## src/rtl/pipeline_hazard_ctrl_pkg.sv

```systemverilog
`default_nettype none
// ============================================================================
//  Module      : pipeline_hazard_ctrl_pkg
//  Description : Shared types and constants for the pipeline hazard
//                controller: register-file select, register index width,
//                register counts, scoreboard index helper and FSM states.
//  Revision    : 1.0  initial release
// ============================================================================
package pipeline_hazard_ctrl_pkg;

    localparam int REG_IDX_W = 3;               // register index width
    localparam int NUM_REGS  = 8;               // registers per file
    localparam int RF_TYPES  = 2;               // scalar + vector files
    localparam int SB_IDX_W  = REG_IDX_W + 1;   // {type, idx}

    typedef enum logic {
        SCALAR = 1'b0,                          // 21-bit scalar file
        VECTOR = 1'b1                           // 192-bit vector file
    } rf_type_e;

    typedef enum logic [0:0] {
        ST_IDLE  = 1'b0,
        ST_VBUSY = 1'b1
    } hz_state_e;

    // Scoreboard slot for a register: file select forms the MSB so the
    // scalar and vector files never alias each other.
    function automatic logic [SB_IDX_W-1:0] sb_index(input logic             rf_type,
                                                     input logic [REG_IDX_W-1:0] idx);
        return {rf_type, idx};
    endfunction

endpackage
`default_nettype wire

```

## src/rtl/pipeline_hazard_ctrl_if.sv

```systemverilog
`default_nettype none
// ============================================================================
//  Module      : pipeline_hazard_ctrl_if
//  Description : Decode-stage / hazard-controller bundle.
//                master : decode stage (drives instruction fields, flush)
//                slave  : hazard controller (drives stall/issue/bubble,
//                         vbusy and the bypass selects fwd1/fwd2)
//  Revision    : 1.0  initial release
// ============================================================================
interface pipeline_hazard_ctrl_if;
    import pipeline_hazard_ctrl_pkg::*;

    logic                 dec_valid;
    logic [REG_IDX_W-1:0] src1;
    logic [REG_IDX_W-1:0] src2;
    logic                 src1_type;
    logic                 src2_type;
    logic                 src1_use;
    logic                 src2_use;
    logic [REG_IDX_W-1:0] dest;
    logic                 dest_type;
    logic                 dest_we;
    logic                 is_vec;
    logic                 flush;
    logic                 stall;
    logic                 issue;
    logic                 bubble;
    logic                 vbusy;
    logic                 fwd1;
    logic                 fwd2;

    modport master (
        output dec_valid, src1, src2, src1_type, src2_type, src1_use, src2_use,
               dest, dest_type, dest_we, is_vec, flush,
        input  stall, issue, bubble, vbusy, fwd1, fwd2
    );

    modport slave (
        input  dec_valid, src1, src2, src1_type, src2_type, src1_use, src2_use,
               dest, dest_type, dest_we, is_vec, flush,
        output stall, issue, bubble, vbusy, fwd1, fwd2
    );

endinterface
`default_nettype wire

```

## src/rtl/pipeline_hazard_ctrl_scoreboard.sv

```systemverilog
`default_nettype none
// ============================================================================
//  Module      : hazard_scoreboard
//  Description : 16 write-back countdown counters (8 scalar, 8 vector)
//                indexed by {type, idx}, plus pending / bypass lookup for
//                two source operands.
//                Macro HAZARD_FWD_EN: a counter of exactly 1 is bypassable
//                (not pending, fwd asserted); otherwise any nonzero counter
//                is pending and fwd is constant 0.
//  Ports       : clk, rst_n           clock, async active-low reset
//                i_upd_en/i_upd_idx   load WB_LAT into slot at next edge
//                i_srcN_idx/i_srcN_use  source lookup
//                o_pendN/o_fwdN       pending / bypass select per source
//  Revision    : 1.0  initial release
// ============================================================================
module hazard_scoreboard
    import pipeline_hazard_ctrl_pkg::*;
#(
    parameter int WB_LAT = 3
) (
    input  wire logic                clk,
    input  wire logic                rst_n,
    input  wire logic                i_upd_en,
    input  wire logic [SB_IDX_W-1:0] i_upd_idx,
    input  wire logic [SB_IDX_W-1:0] i_src1_idx,
    input  wire logic                i_src1_use,
    input  wire logic [SB_IDX_W-1:0] i_src2_idx,
    input  wire logic                i_src2_use,
    output logic                     o_pend1,
    output logic                     o_pend2,
    output logic                     o_fwd1,
    output logic                     o_fwd2
);

    localparam int              c_cnt_w   = $clog2(WB_LAT + 1);
    localparam int              c_num_cnt = RF_TYPES * NUM_REGS;
    localparam logic [c_cnt_w-1:0] c_load = c_cnt_w'(WB_LAT);
    localparam logic [c_cnt_w-1:0] c_one  = c_cnt_w'(1);

    logic [c_cnt_w-1:0] r_cnt [c_num_cnt];
    logic [c_cnt_w-1:0] w_cnt1;
    logic [c_cnt_w-1:0] w_cnt2;

    // A new write overrides the decrement of its own slot; all other
    // nonzero slots count down and stick at zero.
    always_ff @(posedge clk or negedge rst_n) begin
        if (!rst_n) begin
            for (int i = 0; i < c_num_cnt; i++) r_cnt[i] <= '0;
        end else begin
            for (int i = 0; i < c_num_cnt; i++) begin
                if (i_upd_en && (i_upd_idx == SB_IDX_W'(i)))
                    r_cnt[i] <= c_load;
                else if (r_cnt[i] != '0)
                    r_cnt[i] <= r_cnt[i] - c_one;
            end
        end
    end

    // Lookups read the pre-update value, so an instruction whose source
    // equals its own destination never hazards against itself.
    assign w_cnt1 = r_cnt[i_src1_idx];
    assign w_cnt2 = r_cnt[i_src2_idx];

`ifdef HAZARD_FWD_EN
    // Final write-back cycle: value is on the bypass network.
    assign o_pend1 = i_src1_use && (w_cnt1 > c_one);
    assign o_pend2 = i_src2_use && (w_cnt2 > c_one);
    assign o_fwd1  = i_src1_use && (w_cnt1 == c_one);
    assign o_fwd2  = i_src2_use && (w_cnt2 == c_one);
`else
    assign o_pend1 = i_src1_use && (w_cnt1 != '0);
    assign o_pend2 = i_src2_use && (w_cnt2 != '0);
    assign o_fwd1  = 1'b0;
    assign o_fwd2  = 1'b0;
`endif

endmodule
`default_nettype wire

```

## src/rtl/pipeline_hazard_ctrl.sv

```systemverilog
`default_nettype none
// ============================================================================
//  Module      : pipeline_hazard_ctrl
//  Description : In-order pipeline hazard controller. Detects RAW hazards
//                through a write-back scoreboard and structural hazards
//                while a multi-beat vector op occupies execute; produces
//                stall / issue / bubble and bypass selects.
//                Optional macro HAZARD_FWD_EN enables last-cycle bypassing.
//  Ports       : clk    rising-edge clock
//                rst_n  asynchronous active-low reset
//                hz     pipeline_hazard_ctrl_if.slave (decode fields in,
//                       stall/issue/bubble/vbusy/fwd1/fwd2 out)
//  Revision    : 1.0  initial release
// ============================================================================
module pipeline_hazard_ctrl
    import pipeline_hazard_ctrl_pkg::*;
#(
    parameter int WB_LAT    = 3,
    parameter int VEC_BEATS = 4
) (
    input  wire logic             clk,
    input  wire logic             rst_n,
    pipeline_hazard_ctrl_if.slave hz
);

    localparam logic [0:0] c_st_idle   = ST_IDLE;
    localparam logic [0:0] c_st_vbusy  = ST_VBUSY;
    localparam logic       c_vec_multi = (VEC_BEATS > 1);
    // Issue cycle is beat 1, so VBUSY covers the remaining VEC_BEATS-1 beats.
    localparam logic [3:0] c_beat_load = (VEC_BEATS > 1) ? 4'(VEC_BEATS - 2) : 4'd0;

    logic [0:0] r_state;
    logic [3:0] r_beat;
    logic       w_pend1;
    logic       w_pend2;
    logic       w_raw_hz;
    logic       w_struct_hz;
    logic       w_go;
    logic       w_stall;
    logic       w_issue;

    hazard_scoreboard #(
        .WB_LAT (WB_LAT)
    ) u_scoreboard (
        .clk        (clk),
        .rst_n      (rst_n),
        .i_upd_en   (w_issue && hz.dest_we),
        .i_upd_idx  (sb_index(hz.dest_type, hz.dest)),
        .i_src1_idx (sb_index(hz.src1_type, hz.src1)),
        .i_src1_use (hz.src1_use),
        .i_src2_idx (sb_index(hz.src2_type, hz.src2)),
        .i_src2_use (hz.src2_use),
        .o_pend1    (w_pend1),
        .o_pend2    (w_pend2),
        .o_fwd1     (hz.fwd1),
        .o_fwd2     (hz.fwd2)
    );

    assign w_raw_hz    = w_pend1 | w_pend2;
    assign w_struct_hz = (r_state == c_st_vbusy);
    // rst_n gating keeps issue low while reset is held with decode valid.
    assign w_go        = rst_n & hz.dec_valid & ~hz.flush;
    assign w_stall     = w_go & (w_raw_hz | w_struct_hz);
    assign w_issue     = w_go & ~w_stall;

    assign hz.stall  = w_stall;
    assign hz.issue  = w_issue;
    assign hz.bubble = ~w_issue;
    assign hz.vbusy  = w_struct_hz;

    always_ff @(posedge clk or negedge rst_n) begin
        if (!rst_n) begin
            r_state <= c_st_idle;
            r_beat  <= 4'd0;
        end else begin
            case (r_state)
                c_st_idle: begin
                    if (w_issue && hz.is_vec && c_vec_multi) begin
                        r_state <= c_st_vbusy;
                        r_beat  <= c_beat_load;
                    end
                end
                c_st_vbusy: begin
                    if (r_beat == 4'd0)
                        r_state <= c_st_idle;
                    else
                        r_beat  <= r_beat - 4'd1;
                end
                default: begin
                    r_state <= c_st_idle;
                    r_beat  <= 4'd0;
                end
            endcase
        end
    end

endmodule
`default_nettype wire

```

## src/flat_wrapper.sv

```systemverilog
// flat-port wrapper written by rule: the top's interface ports become plain ports
module pipeline_hazard_ctrl_flat import pipeline_hazard_ctrl_pkg::*;
#(
    parameter int WB_LAT    = 3,
    parameter int VEC_BEATS = 4
)
  (clk, rst_n, hz_dec_valid, hz_src1, hz_src2, hz_src1_type, hz_src2_type, hz_src1_use, hz_src2_use, hz_dest, hz_dest_type, hz_dest_we, hz_is_vec, hz_flush, hz_stall, hz_issue, hz_bubble, hz_vbusy, hz_fwd1, hz_fwd2);
  pipeline_hazard_ctrl_if hz_i ();
  input  wire logic clk;
  input  wire logic rst_n;
  input wire logic [$bits(hz_i.dec_valid)-1:0] hz_dec_valid;
  input wire logic [$bits(hz_i.src1)-1:0] hz_src1;
  input wire logic [$bits(hz_i.src2)-1:0] hz_src2;
  input wire logic [$bits(hz_i.src1_type)-1:0] hz_src1_type;
  input wire logic [$bits(hz_i.src2_type)-1:0] hz_src2_type;
  input wire logic [$bits(hz_i.src1_use)-1:0] hz_src1_use;
  input wire logic [$bits(hz_i.src2_use)-1:0] hz_src2_use;
  input wire logic [$bits(hz_i.dest)-1:0] hz_dest;
  input wire logic [$bits(hz_i.dest_type)-1:0] hz_dest_type;
  input wire logic [$bits(hz_i.dest_we)-1:0] hz_dest_we;
  input wire logic [$bits(hz_i.is_vec)-1:0] hz_is_vec;
  input wire logic [$bits(hz_i.flush)-1:0] hz_flush;
  output wire logic [$bits(hz_i.stall)-1:0] hz_stall;
  output wire logic [$bits(hz_i.issue)-1:0] hz_issue;
  output wire logic [$bits(hz_i.bubble)-1:0] hz_bubble;
  output wire logic [$bits(hz_i.vbusy)-1:0] hz_vbusy;
  output wire logic [$bits(hz_i.fwd1)-1:0] hz_fwd1;
  output wire logic [$bits(hz_i.fwd2)-1:0] hz_fwd2;
  assign hz_i.dec_valid = hz_dec_valid;
  assign hz_i.src1 = hz_src1;
  assign hz_i.src2 = hz_src2;
  assign hz_i.src1_type = hz_src1_type;
  assign hz_i.src2_type = hz_src2_type;
  assign hz_i.src1_use = hz_src1_use;
  assign hz_i.src2_use = hz_src2_use;
  assign hz_i.dest = hz_dest;
  assign hz_i.dest_type = hz_dest_type;
  assign hz_i.dest_we = hz_dest_we;
  assign hz_i.is_vec = hz_is_vec;
  assign hz_i.flush = hz_flush;
  assign hz_stall = hz_i.stall;
  assign hz_issue = hz_i.issue;
  assign hz_bubble = hz_i.bubble;
  assign hz_vbusy = hz_i.vbusy;
  assign hz_fwd1 = hz_i.fwd1;
  assign hz_fwd2 = hz_i.fwd2;
  pipeline_hazard_ctrl #(.WB_LAT(WB_LAT), .VEC_BEATS(VEC_BEATS)) u_core (.clk(clk), .rst_n(rst_n), .hz(hz_i));
endmodule
```

## config.mk

```make
export PLATFORM = sky130hd
export DESIGN_NAME = pipeline_hazard_ctrl_flat
export DESIGN_NICKNAME = d
export VERILOG_FILES = /design/src/rtl/pipeline_hazard_ctrl_pkg.sv /design/src/rtl/pipeline_hazard_ctrl_if.sv /design/src/rtl/pipeline_hazard_ctrl_scoreboard.sv /design/src/rtl/pipeline_hazard_ctrl.sv /design/src/flat_wrapper.sv
export SDC_FILE = /design/constraint.sdc
export NUM_CORES = 1
export LEC_CHECK = 0
export ABC_AREA = 1
export CORE_ASPECT_RATIO = 0.5
export CORE_MARGIN = 10
export CORE_UTILIZATION = 37
export CTS_CLUSTER_DIAMETER = 120
export DETAILED_ROUTE_END_ITERATION = 10
export SYNTH_ARGS = -nofsm -noshare
export SYNTH_HDL_FRONTEND = slang
export SYNTH_SLANG_ARGS = --single-unit
```

## constraint.sdc

```tcl
create_clock -name clk -period 1.7 [get_ports clk]
set_clock_uncertainty 0.2 [all_clocks]
set_input_delay 0.34 -clock clk [delete_from_list [all_inputs] [get_ports clk]]
set_output_delay 0.34 -clock clk [all_outputs]
set_load 0.005 [all_outputs]
```

==> run summary, run 1 <==
Final GP Congestion - 0.923
Clock slew at reported path FFs - 0.05 ns
DR WL/cell - 13.5 um
Nets@finish - 467
Via count - 2498
Most common cell in the netlist - nand2_1
Crit path arrival time - 1.75 ns
Total Power - 6490 uW
Total GRT Usage - 13.1%
CP Class - reg -> out
Post-Syn Area - 2540 um2
Terminus of the critical flop-to-flop path - u_core.u_scoreboard.r_cnt[1]$_DFFE_PN0P_
Crit end category - output pin
Die area - 10800 um2
Clk_lat worst skew - 0.27 ns
# rows - 21
Final Core Density - 57.0%
Number of flops mapped to enable cells by yosys - 0
Post-synth top cells - 84 x nand2_1, 50 x inv_1, 48 x nand3_1
Register area share after synthesis - 36.4%
Failing checks - hold timing, setup timing
Drt drc - 0
Minimum clock period - 2.29 ns
Clk buf depth - 2
Hold crit path type - in -> async
Core area - 6670 um2
Synth Instances - 339
Antenna viol nets, final - 0
Max Freq - 0.436 GHz
Sink Count - 37
Worst R2R Path Depth - 15
Setup ws final - -0.594 ns
CTS tree - yes
Ys async rst share - 100%
Mean post-synth cell area - 7.50 um2
Antenna cells - 0
Fin crit share - 135%
Worst VDD drop - 0.642 mV
Share of cells above drive strength 1 - 40.5%
Total congestion overflow - 0
Die Height - 78.6 um
Pins Over Slew Limit - 0
Initial antenna violation count - 0
Initial core utilization - 38.1%
R2r setup slk - -0.45 ns
Setup violations, final - 40
Vias in the first global route - 2555
Post-synth top area cell - dfrtp_1
Synthesis warning total - 0
P_leak - 0.00221 uW
H-tree depth - 2
Worst Path Required - 1.16 ns
Input/output buffers - 23
CTS Root Cell - clkbuf_16
First-pass GRT wire length - 11.6 mm
# IOs - 26
CTS buffer count - 5
Worst Setup Start Kind - register
Ys flop type - dfrtp_1
Chip width - 137 um
Count of state elements after synthesis - 37
Area grow syn2layout - 49.5%
DP HPWL - 5.13 mm
Pin count of the biggest net entering global routing - 38
DR iter-0 viols - 131
Post-CTS Hold Buffers - 0
Top cell type's share of synthesized area - 36.4%
MaxCap Viol Count - 0
Reg2reg start - u_core.u_scoreboard.r_cnt[27]$_DFFE_PN0P_
RSZ-0062 raised after global routing - true
TritonRoute pass-1 iters - 4
Vias/cell - 4.79
Post-synth cell types - 23
Pwr Density - 1710 nW/um2
Status - complete, but fails checks
Final hold vios - 16
Crit path max fanout - 3
WL final - 7.05 mm
Setup TNS - -16.53 ns
Synth top area cells - dfrtp_1 36%, nand2_1 12%, nand3_1 9.4%
Min Hold Slack - -0.0128 ns
==> how the worst max path moves through the flow <==
stage                                           endpoint                                      start
5_1_grt                                         hz_stall  u_core.u_scoreboard.r_cnt[15]$_DFFE_PN0P_
6_report                                        hz_stall  u_core.u_scoreboard.r_cnt[27]$_DFFE_PN0P_
3_5_place_dp                                    hz_stall                                 hz_src2[0]
4_1_cts                                         hz_stall   u_core.u_scoreboard.r_cnt[7]$_DFFE_PN0P_
2_1_floorplan  u_core.u_scoreboard.r_cnt[22]$_DFFE_PN0P_                                 hz_src1[0]
3_3_place_gp                                    hz_stall                                 hz_src2[0]
==> critical path, cell delays in order (launching register included) <==
cell and delay, ns:
dfrtp_1 0.40, inv_2 0.10, nand3_1 0.09, nand2_1 0.08
nand2_1 0.07, nand3_1 0.11, nand3_2 0.09, nand3_2 0.11
nand2_4 0.07, buf_6 0.11, o21ai_2 0.09, inv_1 0.04
buf_2 0.12
==> layer usage <==
metal | global-route usage, % | part of all wire (%) | wire length, um
met3 | 2.54 | 6.7 | 470
met1 | 16.6 | 42 | 2930
met4 | 3.97 | 1.3 | 90
met5 | 0 | 0 | 0
met2 | 22.2 | 50 | 3560
==> power breakdown <==
part | switching, uW | total [uW] | internal, uW | leakage [uW]
clock network | 316 | 891 | 575 | 0.0000700
registers | 298 | 1650 | 1350 | 0.000445
logic | 1970 | 3950 | 1980 | 0.00170
total | 2590 | 6490 | 3910 | 0.00221
==> sequential cells by signal, indices dropped and copies added, names as in the netlist <==
signal                     cells
u_core.u_scoreboard.r_cnt     32
u_core.hz.vbusy                1
u_core.r_beat                  4
==> metrics by stage <==
step	setup WS, ns	cells	hold WS [ns]	area [um2]
2_1_floorplan	-0.0800	340	-0.156	2590
3_3_place_gp	-1.16	498	0.269	3240
3_5_place_dp	-1.19	498	0.284	3240
4_1_cts	-0.566	516	0.0170	3660
5_1_grt	-0.695	522	0.0341	3800
6_report	-0.594	522	-0.0128	3800
==> cell type report <==
cell class                      count  area, um2
Inverter                           52        215
Sequential cell                    37        926
Timing Repair Buffer               88        802
Fill cell                         609       2870
Clock buffer                        7        143
Multi-Input combinational cell    246       1600
Tap cell                           92        115
==> kinds of logic (layout without fill, tap and decap cells) <==
kind of cell	after synthesis	count (layout)	synth area share [%]
simple gates	188	188	34.7
flops	37	37	36.4
fa+ha+maj	17	17	8.36
compound gates	23	23	4.52
buf+inv	57	147	10.3
xor+xnor	16	16	5.51
other cells	1	2	0.147
==> layout by cell type (no fill, tap or decap), drive strengths merged, types with 2 or more instances in the layout <==
master         count
a21oi             19
buf               69
clkbuf             7
clkdlybuf4s50     14
conb               2
dfrtp             37
dlygate4sd2        3
ha                17
inv               51
nand2             96
nand3             48
nor2              42
o21ai              4
xor2              16
==> repair_timing <==
action                                  CTS  global route
cloned                                    2             0
pin swaps                                16            20
endpoints found under the setup margin   41            40
resized for setup                        80            42
setup buffers                             9             6
No activity file was read; power rests on OpenSTA's default activity.
==> inputs of run 2 (changes only) <==
--- a/config.mk
+++ b/config.mk
@@ -11,6 +11,7 @@
 export CORE_UTILIZATION = 37
 export CTS_CLUSTER_DIAMETER = 120
 export DETAILED_ROUTE_END_ITERATION = 10
+export SKIP_LAST_GASP = 1
 export SYNTH_ARGS = -nofsm -noshare
 export SYNTH_HDL_FRONTEND = slang
 export SYNTH_SLANG_ARGS = --single-unit
==> results of run 2 <==
Final layout, timing and power as in run 1 (identical DEF).
==> inputs of run 3 (changes only) <==
--- a/config.mk
+++ b/config.mk
@@ -11,6 +11,7 @@
 export CORE_UTILIZATION = 37
 export CTS_CLUSTER_DIAMETER = 120
 export DETAILED_ROUTE_END_ITERATION = 10
+export PLACE_DENSITY = 0.68
 export SKIP_LAST_GASP = 1
 export SYNTH_ARGS = -nofsm -noshare
 export SYNTH_HDL_FRONTEND = slang
==> run 3 against run 2 <==
Compared with the run above:
- the run still ends with hold timing, setup timing left
- first-iteration DRC count rose by 17%
- worst hold slack improved by 0.010 ns
- combinational power is 7.3% lower
- final area fell by 2.4%
- via count is 1.4% lower
- count of clock-buffer cells in the layout is 1 lower
- fmax increased by 5.0%
- sequential cell count is the same
- sequential share of layout area rose by 0.60 points
- register-to-register slack hardly changed
- worst setup slack gained 0.11 ns
- sequential power is essentially flat
- critical path type unchanged
==> run summary, run 3 (same netlist as run 1, synthesis figures left out) <==
Status - complete, but fails checks
Failing checks - hold timing, setup timing
Placed Cells incl. Taps - 501
Worst Path Required - 1.16 ns
Total GRT Usage - 12.7%
# rows - 21
Antenna cells - 0
CTS Root Cell - clkbuf_16
Most frequent cells in the layout - 60 x nand2_1, 54 x buf_4, 37 x nand3_1, 37 x nor2_1, 37 x dfrtp_1
Drt drc - 0
Die Height - 78.6 um
Core area - 6670 um2
Final Non-Filler Cells - 522
Clk buf depth - 2
Sw Ratio - 40.0%
DR WL/cell - 12.6 um
Sink Count - 37
MaxCap Viol Count - 0
Pin count of the biggest net entering global routing - 38
CTS tree - yes
TritonRoute pass-1 iters - 4
Crit end category - output pin
Vias in the first global route - 2424
DR iter-0 viols - 153
Most common cell after layout, fill and taps aside - nand2_1
Final GP Congestion - 0.842
Final hold vios - 2
Initial core utilization - 38.1%
CTS buffer count - 5
DP HPWL - 4.98 mm
Clock slew at reported path FFs - 0.06 ns
Fin crit share - 129%
Reg2reg start - u_core.u_scoreboard.r_cnt[23]$_DFFE_PN0P_
H-tree depth - 2
Pwr Density - 1670 nW/um2
Die area - 10800 um2
Final Core Density - 55.6%
Via count - 2463
Post-CTS Hold Buffers - 0
Antenna viol nets, final - 0
Vias/cell - 4.72
RSZ-0062 raised after global routing - true
Setup crit start - u_core.u_scoreboard.r_cnt[23]$_DFFE_PN0P_
CP Class - reg -> out
Clk_lat worst skew - 0.28 ns
Psw - 2480 uW
Total Power - 6190 uW
DP Area - 3270 um2
Setup ws final - -0.485 ns
Initial antenna violation count - 0
Minimum clock period - 2.18 ns
Most flop-heavy register - u_core.u_scoreboard.r_cnt
Final instance area - 3710 um2
Power share of the combinational group - 59.1%
Nets@finish - 466
Max Freq - 0.458 GHz
Chip width - 137 um
# IOs - 26
Total congestion overflow - 0
Share of cells above drive strength 1 - 36.7%
Setup violations, final - 40
Power Internal - 3710 uW
Crit path max fanout - 3
Crit path arrival time - 1.64 ns
First-pass GRT wire length - 11.2 mm
Pins Over Slew Limit - 0
Reg power frac - 26.5%
Input/output buffers - 23
Max reg flops - 32
WL final - 6.56 mm
Worst Setup Start Kind - register
Worst VDD drop - 0.584 mV
Clock share of power - 14.4%
P_leak - 0.00220 uW
Min Hold Slack - -0.00279 ns
Area grow syn2layout - 45.9%
Hold crit path type - in -> async
-- run 3: cell count changes in the layout (fill, tap and decap cells not counted) --
cell             before  now
nand2_4              21   19
buf_16                1    0
clkbuf_8              1    0
buf_6                10    9
buf_4                53   54
nand3_2              11   10
nand2_1              43   60
clkinv_2              0    2
clkdlybuf4s15_2       0    1
clkdlybuf4s15_1       1    0
nand3_1              36   37
nand2_2              32   17
inv_2                23   24
inv_1                27   26
-- run 3: per-layer routing --
layer,vias to the layer above,GRT usage (%),share of wire (%)
met2,61,21.6,49
met4,0,4.71,2.1
met1,1147,15.5,44
met5,-,0,0
li1,1241,-,-
met3,14,2.80,4.7
-- run 3: layout make-up --
class / instances / area [um2]
Clock buffer: 6 / 129
Clock inverter: 2 / 10.0
Fill cell: 563 / 2960
Inverter: 52 / 215
Multi-Input combinational cell: 246 / 1550
Sequential cell: 37 / 926
Tap cell: 92 / 115
Timing Repair Buffer: 87 / 772
-- run 3: repair_timing --
action / 4_1_cts / 5_1_grt
gates cloned: 2 / 0
resized for setup: 70 / 33
setup buffers: 7 / 6
setup endpoints to repair: 41 / 40
hold endpoints to repair: 0 / 0
pin swaps: 12 / 13
-- run 3: power by group through the flow --
stage	Combinational, uW	Sequential, uW	Clock, uW
floorplan	2010	1560	0
global placement	3130	1560	0
detailed placement	3270	1580	0
CTS	3530	1600	907
global route	4130	1680	940
finish	3660	1640	892
-- run 3: worst max-delay path, stage by stage (launching register included) --
cell,delay (ns)
dfrtp_1,0.40
nor2_4,0.14
nand2_1,0.07
nand2_1,0.06
nand2_1,0.07
nand3_2,0.08
nand3_2,0.06
nand3_2,0.08
nand2_2,0.08
nor2_4,0.12
nand2_4,0.07
inv_2,0.05
buf_6,0.08
-- run 3: path summary, 6_finish.rpt --
| kind | endpoint | slack [ns] | depth (start not counted) |
|---|---|---|---|
| setup / recovery | hz_issue | -0.48 | 12 |
| hold / removal | u_core.u_scoreboard.r_cnt[6]$_DFFE_PN0P_ | -0.003 | 2 |
| setup reg to reg | u_core.u_scoreboard.r_cnt[10]$_DFFE_PN0P_ | -0.45 | 16 |
| hold reg to reg | u_core.u_scoreboard.r_cnt[9]$_DFFE_PN0P_ | 0.30 | 2 |
| max in group asynchronous | u_core.u_scoreboard.r_cnt[0]$_DFFE_PN0P_ | 0.96 | 2 |
| min in group clk | u_core.u_scoreboard.r_cnt[9]$_DFFE_PN0P_ | 0.30 | 2 |
-- run 3: per-stage QoR --
step	TNS [ns]	setup slack, ns
floorplan	-1.63	-0.0800
global placement	-28.85	-1.16
detailed placement	-30.45	-1.18
CTS	-13.22	-0.540
global route	-21.17	-0.597
finish	-15.85	-0.485
==> patch: new RTL, flow settings as in run 3 <==
The option `HAZARD_FWD_EN` is turned on by a define.
--- a/src/rtl/pipeline_hazard_ctrl_scoreboard.sv
+++ b/src/rtl/pipeline_hazard_ctrl_scoreboard.sv
@@ -13,6 +13,8 @@
 //                o_pendN/o_fwdN       pending / bypass select per source
 //  Revision    : 1.0  initial release
 // ============================================================================
+`define HAZARD_FWD_EN
+
 module hazard_scoreboard
     import pipeline_hazard_ctrl_pkg::*;
 #(
Check against the original RTL: not equivalent (Yosys sat finds a counterexample within 4 cycles, from zero or initial values and one cycle with rst_n low).
==> patch against run 3 <==
  * The run ends with negative setup slack left
  * Maximum frequency is 5.1% lower
  * Final cell count up 9.4%
  * Sequential power up 4%
  * Sequential cell count did not move
  * Setup slack got worse by 0.12 ns
  * Total power up 11%
  * Design area rose by 11%
  * Wire length grew 37%
  * Critical path type unchanged
  * Sequential share of layout area shrank 2.6 points
  * Area after synthesis increased by 10%
  * Highest routed layer unchanged
==> patch: results (changes against run 3) <==
[metrics] run status: finished, violations left
[metrics] failing checks: negative setup slack
[metrics] synth unique cells: 31 (+35%)
[metrics] highest ir drop seen on vdd: 0.549 mV (-5.9%)
[metrics] wire length on met1: 3730 um (+29%)
[metrics] total track usage: 15.5% (+2.8 points)
[metrics] vias in the first global route: 2946 (+22%)
[metrics] source of the worst register-to-register timing path: u_core.u_scoreboard.r_cnt[3]
[metrics] power attributed to sequential cells: 1.71 mW (+4%)
[metrics] worst min-delay path category: flip-flop to flip-flop
[metrics] cell-internal power: 4.07 mW (+9.8%)
[metrics] met2 routed WL: 4460 um (+38%)
[metrics] arrival time of data at the critical path endpoint: 1.76 ns (+0.12 ns)
[metrics] r2r worst-path depth: 14 (-2)
[metrics] number of placed cells counting well taps: 532 (+6.2%)
[metrics] wire length of the first global-routing pass: 14400 um (+29%)
[metrics] CP Launch Point: u_core.u_scoreboard.r_cnt[3]
[metrics] weighted congestion at the end of routability-driven global placement: 0.886 (+5.2%)
[metrics] dpl ws: -1.26 ns (-0.0845 ns)
[metrics] Power Combinational: 4.09 mW (+12%)
[metrics] switching share of power: 40.7% (+0.71 points)
[metrics] clock latency on the worst-skew pair: 0.29 ns
[metrics] number of I/O port buffers: 25 (+8.7%)
[metrics] number of iterations in the first detailed-routing pass: 5 (+1)
[metrics] Post-Layout Cell Count: 571 (+9.4%)
[metrics] final net count: 511 (+9.7%)
[metrics] number of DRC violations after detailed-routing iteration 0: 374 (+140%)
[metrics] Post-Route Hold Slack: 0.303 ns (+0.306 ns)
[metrics] final routed wirelength across all metal layers: 9000 um (+37%)
[metrics] share of synthesized area occupied by flip-flops and latches: 33.0% (-3.4 points)
[metrics] HPWL after detailed placement: 5920 um (+19%)
[metrics] Fillers: 617 (+9.6%)
[metrics] biggest area contributors in the synthesized netlist: sky130_fd_sc_hd__dfrtp_1, sky130_fd_sc_hd__nand2_1, sky130_fd_sc_hd__ha_1, sky130_fd_sc_hd__a21oi_1, sky130_fd_sc_hd__inv_1
[metrics] post-detailed-route via-to-cell ratio: 5.19 (+10%)
[metrics] worst flop-to-flop path endpoint: u_core.u_scoreboard.r_cnt[8]
[metrics] static leakage: 2.15 nW (-2.3%)
[metrics] commonest cells in the synthesized netlist: sky130_fd_sc_hd__nand2_1, sky130_fd_sc_hd__inv_1, sky130_fd_sc_hd__a21oi_1, sky130_fd_sc_hd__dfrtp_1, sky130_fd_sc_hd__nor2_1
[metrics] final setup violation count: 42 (+5.0%)
[metrics] synthesized area divided by synthesized cell count: 7.57 um^2 (+0.95%)
[metrics] Worst Setup Slack, final: -0.603 ns (-0.118 ns)
[metrics] detailed-routed wire length on met3: 590 um (+91%)
[metrics] fraction of layout cells with a size suffix above 1: 35.2% (-1.6 points)
[metrics] flop2flop setup slack: -0.43 ns (+0.02 ns)
==> patch: cell types whose count changed after synthesis, moves of 4 or more <==
cell                       change
sky130_fd_sc_hd__nand2_1       -9
sky130_fd_sc_hd__nand4_1       +7
sky130_fd_sc_hd__nand4_2       +9
sky130_fd_sc_hd__nand2_4      -10
sky130_fd_sc_hd__a21oi_1      +21
sky130_fd_sc_hd__o211ai_1      +5
sky130_fd_sc_hd__nand3_1      -21
sky130_fd_sc_hd__nand3_2       +6
sky130_fd_sc_hd__o21ai_0      +15
sky130_fd_sc_hd__nand2_2       +4
==> patch: through the flow <==
step | TNS [ns] | utilization (%) | cell area [um^2]
floorplan | -1.20 | - | 2830
global placement | -38.21 | 47.7 | 3500
detailed placement | -38.62 | 47.7 | 3500
CTS | -13.79 | 54.7 | 4020
global route | -18.20 | 56.3 | 4140
finish | -14.34 | 56.3 | 4140
==> patch: metal layers <==
metal,up-vias,track usage [%]
li1,1436,-
met2,126,28.1
met5,-,0
met1,1376,17.9
met4,0,5.93
met3,25,3.45
==> patch: final cells by class <==
type | instances | area, um^2 | area share [%]
repair inverters | 1 | 8.76 | 0.212
repair buffers | 108 | 943 | 22.8
clock inverters | 2 | 38.8 | 0.938
multi-input cells | 269 | 1750 | 42.4
well taps | 96 | 120 | 2.90
flip-flops and latches | 37 | 926 | 22.4
inverters | 52 | 215 | 5.20
clock buffers | 6 | 129 | 3.12
==> patch: worst max-delay path: stages (launching register included) <==
cell and delay [ns]:
sky130_fd_sc_hd__dfrtp_1 0.40, sky130_fd_sc_hd__inv_2 0.08, sky130_fd_sc_hd__nand2_1 0.08, sky130_fd_sc_hd__nand3_2 0.09, sky130_fd_sc_hd__nand3_2 0.09, sky130_fd_sc_hd__nand3_2 0.11
sky130_fd_sc_hd__nand2_4 0.07, sky130_fd_sc_hd__a21oi_4 0.15, sky130_fd_sc_hd__nand2_4 0.07, sky130_fd_sc_hd__buf_6 0.12, sky130_fd_sc_hd__clkinv_4 0.04, sky130_fd_sc_hd__nand2_4 0.05
sky130_fd_sc_hd__inv_2 0.06, sky130_fd_sc_hd__buf_6 0.08
==> patch: timing repair <==
| action | 4_1_cts | 5_1_grt |
|---|---|---|
| hold buffers | 1 | 0 |
| resized for setup | 82 | 21 |
| setup endpoints to repair | 43 | 42 |
| hold endpoints to repair | 37 | 0 |
| gates cloned | 3 | 1 |
| setup buffers | 23 | 7 |
| pin swaps | 22 | 13 |
==> patch: logic make-up (layout without fill, tap and decap cells) <==
group                      count (synthesis)  after routing  synth area share (%)
buffers and inverters                     64            169                  11.1
DFF                                       37             37                  33.0
adders and majority gates                 17             17                  7.59
and+or+nand+nor                          171            171                  30.8
AOI/OAI and AO/OA                         65             65                  12.5
xor gates and xnor gates                  16             16                  5.00
